--- src/rtl/rf_wb_arbiter.sv ---
// rf_wb_arbiter
// Write-back arbiter and busy-bit scoreboard for the single write port of the
// 32 x 64-bit register file.
//
// Two producers share the write port: the ALU and the load/memory unit.
// One write is granted per cycle with round-robin fairness. The winning
// request is registered onto wa/wd/regWrite, so the register file sees the
// write one cycle after the handshake.
//
// The scoreboard holds one busy bit per architectural register. Decode sets a
// bit when it issues an instruction that writes that register. A granted
// write-back clears the bit again. Decode reads the bits through two query
// ports to detect RAW hazards.
//
// Ports
//   clk, rst                  clock; asynchronous active-low reset
//   alu_valid/wa/wd, ready    ALU write-back request and its accept
//   mem_valid/wa/wd, ready    load write-back request and its accept
//   set_en, set_wa            mark set_wa busy (decode issued a writer)
//   q_ra1/q_ra2 -> q_busy1/2  combinational busy-bit queries
//   wa, wd, regWrite          registered register-file write port
module rf_wb_arbiter #(
  parameter int NREQ = 2,
  parameter int XLEN = 64,
  parameter int AW   = 5
) (
  input  logic            clk,
  input  logic            rst,
  input  logic            alu_valid,
  input  logic [AW-1:0]   alu_wa,
  input  logic [XLEN-1:0] alu_wd,
  output logic            alu_ready,
  input  logic            mem_valid,
  input  logic [AW-1:0]   mem_wa,
  input  logic [XLEN-1:0] mem_wd,
  output logic            mem_ready,
  input  logic            set_en,
  input  logic [AW-1:0]   set_wa,
  input  logic [AW-1:0]   q_ra1,
  input  logic [AW-1:0]   q_ra2,
  output logic            q_busy1,
  output logic            q_busy2,
  output logic [AW-1:0]   wa,
  output logic [XLEN-1:0] wd,
  output logic            regWrite
);

  localparam int NREGS = 1 << AW;
  localparam int PW    = (NREQ > 1) ? $clog2(NREQ) : 1;

  // The pointer names the requester that wins the next conflict:
  // 0 means the ALU, 1 means the load unit.
  logic [PW-1:0]    ptr_reg;
  logic [AW-1:0]    wa_reg;
  logic [XLEN-1:0]  wd_reg;
  logic             reg_write_reg;

  // Register 0 is hard-wired to zero, so it has no busy flop.
  logic [NREGS-1:1] busy_reg;
  logic [NREGS-1:1] busy_next;
  logic [NREGS-1:0] busy_vec;

  logic             alu_gnt;
  logic             mem_gnt;
  logic             any_gnt;
  logic [AW-1:0]    gnt_wa;
  logic [XLEN-1:0]  gnt_wd;

  // A requester wins when it is the only one valid, or when both are valid
  // and the pointer favours it. A grant never goes to a requester whose
  // valid is low.
  always_comb begin
    alu_gnt = alu_valid & (~mem_valid | (ptr_reg == '0));
    mem_gnt = mem_valid & (~alu_valid | (ptr_reg != '0));
    any_gnt = alu_gnt | mem_gnt;
    gnt_wa  = alu_gnt ? alu_wa : mem_wa;
    gnt_wd  = alu_gnt ? alu_wd : mem_wd;
  end

  assign alu_ready = alu_gnt;
  assign mem_ready = mem_gnt;

  always_ff @(posedge clk or negedge rst) begin
    if (!rst) begin
      ptr_reg       <= '0;
      wa_reg        <= '0;
      wd_reg        <= '0;
      reg_write_reg <= 1'b0;
    end else begin
      if (any_gnt) begin
        // Hand priority to the requester that did not just win.
        ptr_reg <= alu_gnt ? PW'(1) : '0;
        wa_reg  <= gnt_wa;
        wd_reg  <= gnt_wd;
      end
      // A write to x0 is accepted and consumed, but it never reaches the
      // register file.
      reg_write_reg <= any_gnt && (gnt_wa != '0);
    end
  end

  // Busy-bit update. A set wins over a clear of the same register in the
  // same cycle: the set belongs to a newer producer that is still pending.
  generate
    for (genvar gi = 1; gi < NREGS; gi++) begin : g_busy
      assign busy_next[gi] = (set_en && (set_wa == AW'(gi))) |
                             (busy_reg[gi] & ~(any_gnt && (gnt_wa == AW'(gi))));
    end
  endgenerate

  always_ff @(posedge clk or negedge rst) begin
    if (!rst) begin
      busy_reg <= '0;
    end else begin
      busy_reg <= busy_next;
    end
  end

  // The queries read the current bits only. A write granted in this cycle
  // is still shown as busy; the register file forwards that data itself.
  assign busy_vec = {busy_reg, 1'b0};
  assign q_busy1  = busy_vec[q_ra1];
  assign q_busy2  = busy_vec[q_ra2];

  assign wa       = wa_reg;
  assign wd       = wd_reg;
  assign regWrite = reg_write_reg;

endmodule

--- config.mk ---
export PLATFORM = sky130hd
export DESIGN_NAME = rf_wb_arbiter
export DESIGN_NICKNAME = d
export VERILOG_FILES = /design/src/rtl/rf_wb_arbiter.sv
export SDC_FILE = /design/constraint.sdc
export NUM_CORES = 1
export LEC_CHECK = 0
export CORE_MARGIN = 5
export CORE_UTILIZATION = 42
export DETAILED_ROUTE_END_ITERATION = 12
export PLACE_DENSITY = 0.81
export SLEW_MARGIN = 5
export SYNTH_ARGS = -nofsm -noshare
export SYNTH_HDL_FRONTEND = slang
export SYNTH_SLANG_ARGS = --single-unit
--- constraint.sdc ---
create_clock -name clk -period 2.45 [get_ports clk]
set_input_delay 0.6125 -clock clk [delete_from_list [all_inputs] [get_ports clk]]
set_output_delay 0.6125 -clock clk [all_outputs]
set_load 0.02 [all_outputs]
==> flow_summary_export.csv <==
group,metric,value,unit
outcome,status,"finished, violations left",
outcome,failed_checks,"setup timing",
clock_tree,clockBufferDepth,2,
synthesis,seq_area_frac_synth,50.8,%
setup_path,critPathCaptureType,"output pin",
layout,stdcell_count,929,
timing,clock.fmax,0.406,GHz
synthesis,synth_area_leaders,"dfrtp_1 51%, nor2_1 11%, o22ai_1 8.5%",
job,cap_violations,0,
clock_tree,cts_tree,"done",
placed_design,place.gp.congestion,0.906,
detailed_routing,drt_iter0_markers,285,
floorplanning,rows,40,
grt,grt_util_all_layers,24.9,%
setup_path,crit_family,"multiplexers",
placed_design,place_inst,911,
timing,timing.final.ws_setup,-0.0107,ns
synthesis,synthArstFlopShare,100,%
grt,grt_max_degree,67,
power_and_ir_drop,ir_worst_vdd,0.000425,V
layout,finalNetCount,935,
setup_path,startpoint,"q_ra1[0]",
grt,grt-ovfl-total,0,
timing,fin_crit_sh,100,%
timing,whs,0.234,ns
synthesis,synth_nets,687,
clock_tree,clock-root-buffer,"clkbuf_16",
detailed_routing,ant_nets,0,
setup_path,path_max_fanout,4,
layout,final_cell_area,8120,µm²
synthesis,syn_area_per_cell,9.50,µm²
layout,antennaDiodeCount,0,
setup_path,crit_buf_inv,2,
hold_path,hold_path.class,"in -> async",
detailed_routing,totalWireLength,17.9,mm
setup_path,slowest_delay,0.50,ns
floorplanning,die_area,14300,µm²
synthesis,synth_most_common_cell,"nor2_1",
synthesis,ys_warn_count,0,
timing,slew_headroom,34.7,%
clock_tree,path_clk_slew,0.07,ns
timing,timing.setup.tns,-0.0107,ns
detailed_routing,wire_per_inst,19.3,µm
timing,report.final.slew_viol_count,0,
detailed_routing,firstDrtPassIters,5,
synthesis,ys_dominant_reg_cell,"dfrtp_1",
clock_tree,cts_made_buffers,9,
setup_path,worstPathCellList,"buf_4 -> mux4_2 -> mux2_4 -> nand3b_1 -> nand4_1 -> buf_6",
timing,rsz0062_at_grt,"yes",
timing,tightestPinTransition,0.952,ns
timing,setup_violations,1,
detailed_routing,routed_via_density,5.62,
power_and_ir_drop,power.total,5.58,mW
setup_path,required,1.84,ns
synthesis,ys_types,37,
setup_path,arrival,1.85,ns
clock_tree,clkLatencyLatePin,0.35,ns
placed_design,place_worst_setup_slack,-0.936,ns
layout,largest_reg_flops,64,
synthesis,yosysTopAreaCellShare,50.8,%
setup_path,criticalPathCategory,"in -> out",
placed_design,place_area,7720,µm²
setup_path,r2r_end,"busy_reg[9]",
power_and_ir_drop,power_leakage,3.33,nW
layout,final_util,68.5,%
floorplanning,start_util,42.4,%
clock_tree,htreeDepth,3,
detailed_routing,num_vias,5225,
layout,area_delta_synth_final,61.5,%
synthesis,yosysTopAreaCell,"dfrtp_1",
synthesis,synthTopCellsByCount,"145 x nor2_1, 102 x dfrtp_1, 68 x o22ai_1",
setup_path,ff2ff_setup_slack,0.48,ns
synthesis,ys_seq_elements,102,
grt,grt_pass1_wl,28.2,mm
synthesis,syn_inst,529,
floorplanning,die_w,119,µm
grt,grt_pass1_vias,5556,
setup_path,reg2reg_depth,5,
synthesis,synth_edf_count,0,
detailed_routing,drc_errors,0,
placed_design,numPortBuffers,231,
setup_path,slowest_stage,"mux4_2",
placed_design,dp_hpwl,13.5,mm
layout,drive_above_1_share,11.9,%
setup_path,rr_startpoint,"ptr_reg",
synthesis,syn_area,5030,µm²
floorplanning,core-area,11900,µm²
timing,finalHoldViolCount,0,
setup_path,critPathLaunchType,"primary input",
floorplanning,pin_count,232,
clock_tree,clock-sinks,102,
power_and_ir_drop,p_per_area,687,nW/µm²
grt,antenna_found_initial,0,
timing,fin_skew,0.00713,ns
floorplanning,dieHeight,119,µm
timing,timing.final.crit_period,2.46,ns
## worst max-delay path by stage
| stage | to | slack, ns | cells after the start |
|---|---|---|---|
| floorplan | q_busy1 | 0.003 | 5 |
| global placement | q_busy1 | -0.91 | 6 |
| detailed placement | q_busy1 | -0.94 | 6 |
| CTS | q_busy1 | -0.05 | 7 |
| global route | q_busy1 | -0.07 | 5 |
| finish | q_busy1 | -0.01 | 6 |
## power by group
group          switching (mW)  internal, mW  total [mW]
combinational           0.817         0.913        1.73
sequential              0.215          1.98        2.19
clock                   0.651          1.00        1.65
total                    1.68          3.89        5.58
## cells by family (layout without fill, tap and decap cells)
kind of cell	after synthesis	in the layout	synth area share, %
AND/OR/NAND/NOR	201	201	17.2
AO/OA/AOI/OAI	151	151	19.4
flip-flops	102	102	50.8
buffers and inverters	39	292	3.46
multiplexers	36	36	9.21
## worst register-to-register path: stages (launching register included)
cell and delay, ns:
dfrtp_1 0.40, a21bo_2 0.17, buf_4 0.17, mux2i_1 0.81
o31ai_1 0.16, o21ai_0 0.15
## final cells by class
cell class                 count  area (µm²)
clock inverter                 7         120
timing repair buffer         269        2680
multi-input combinational    388        2330
tap                          147         184
fill                         912        3740
sequential                   102        2550
inverter                       7        26.3
clock buffer                   9         225
## layer usage
layer | track usage (%) | vias up | part of all wire [%]
met5 | 0 | - | 0
met4 | 9.31 | 0 | 3.5
met3 | 8.64 | 45 | 8.4
met2 | 43.0 | 212 | 50
met1 | 28.3 | 2552 | 38
li1 | - | 2416 | -
## timing repair
item                                    in CTS  in global routing
hold buffers                                 0                  0
endpoints found under the setup margin       4                  4
pin swaps                                    0                  3
resized for setup                           32                 16
gates cloned                                 1                  0
buffers inserted                             1                  0
## cells in the final DEF, fill, tap and decap left out, types with 4 or more instances in the layout
cell type        instances
clkdlybuf4s50_1        218
nor2_1                 145
dfrtp_1                102
o22ai_1                 68
o31ai_1                 31
buf_4                   31
o21ai_0                 25
mux2i_1                 19
nor2b_1                 13
nand2_1                 11
nand3_1                 10
clkbuf_16                9
nand2b_1                 7
o21ai_1                  7
inv_1                    6
a21oi_1                  6
mux4_2                   6
buf_12                   6
mux2_2                   5
buf_6                    4
No activity file was read; power rests on OpenSTA's default activity.
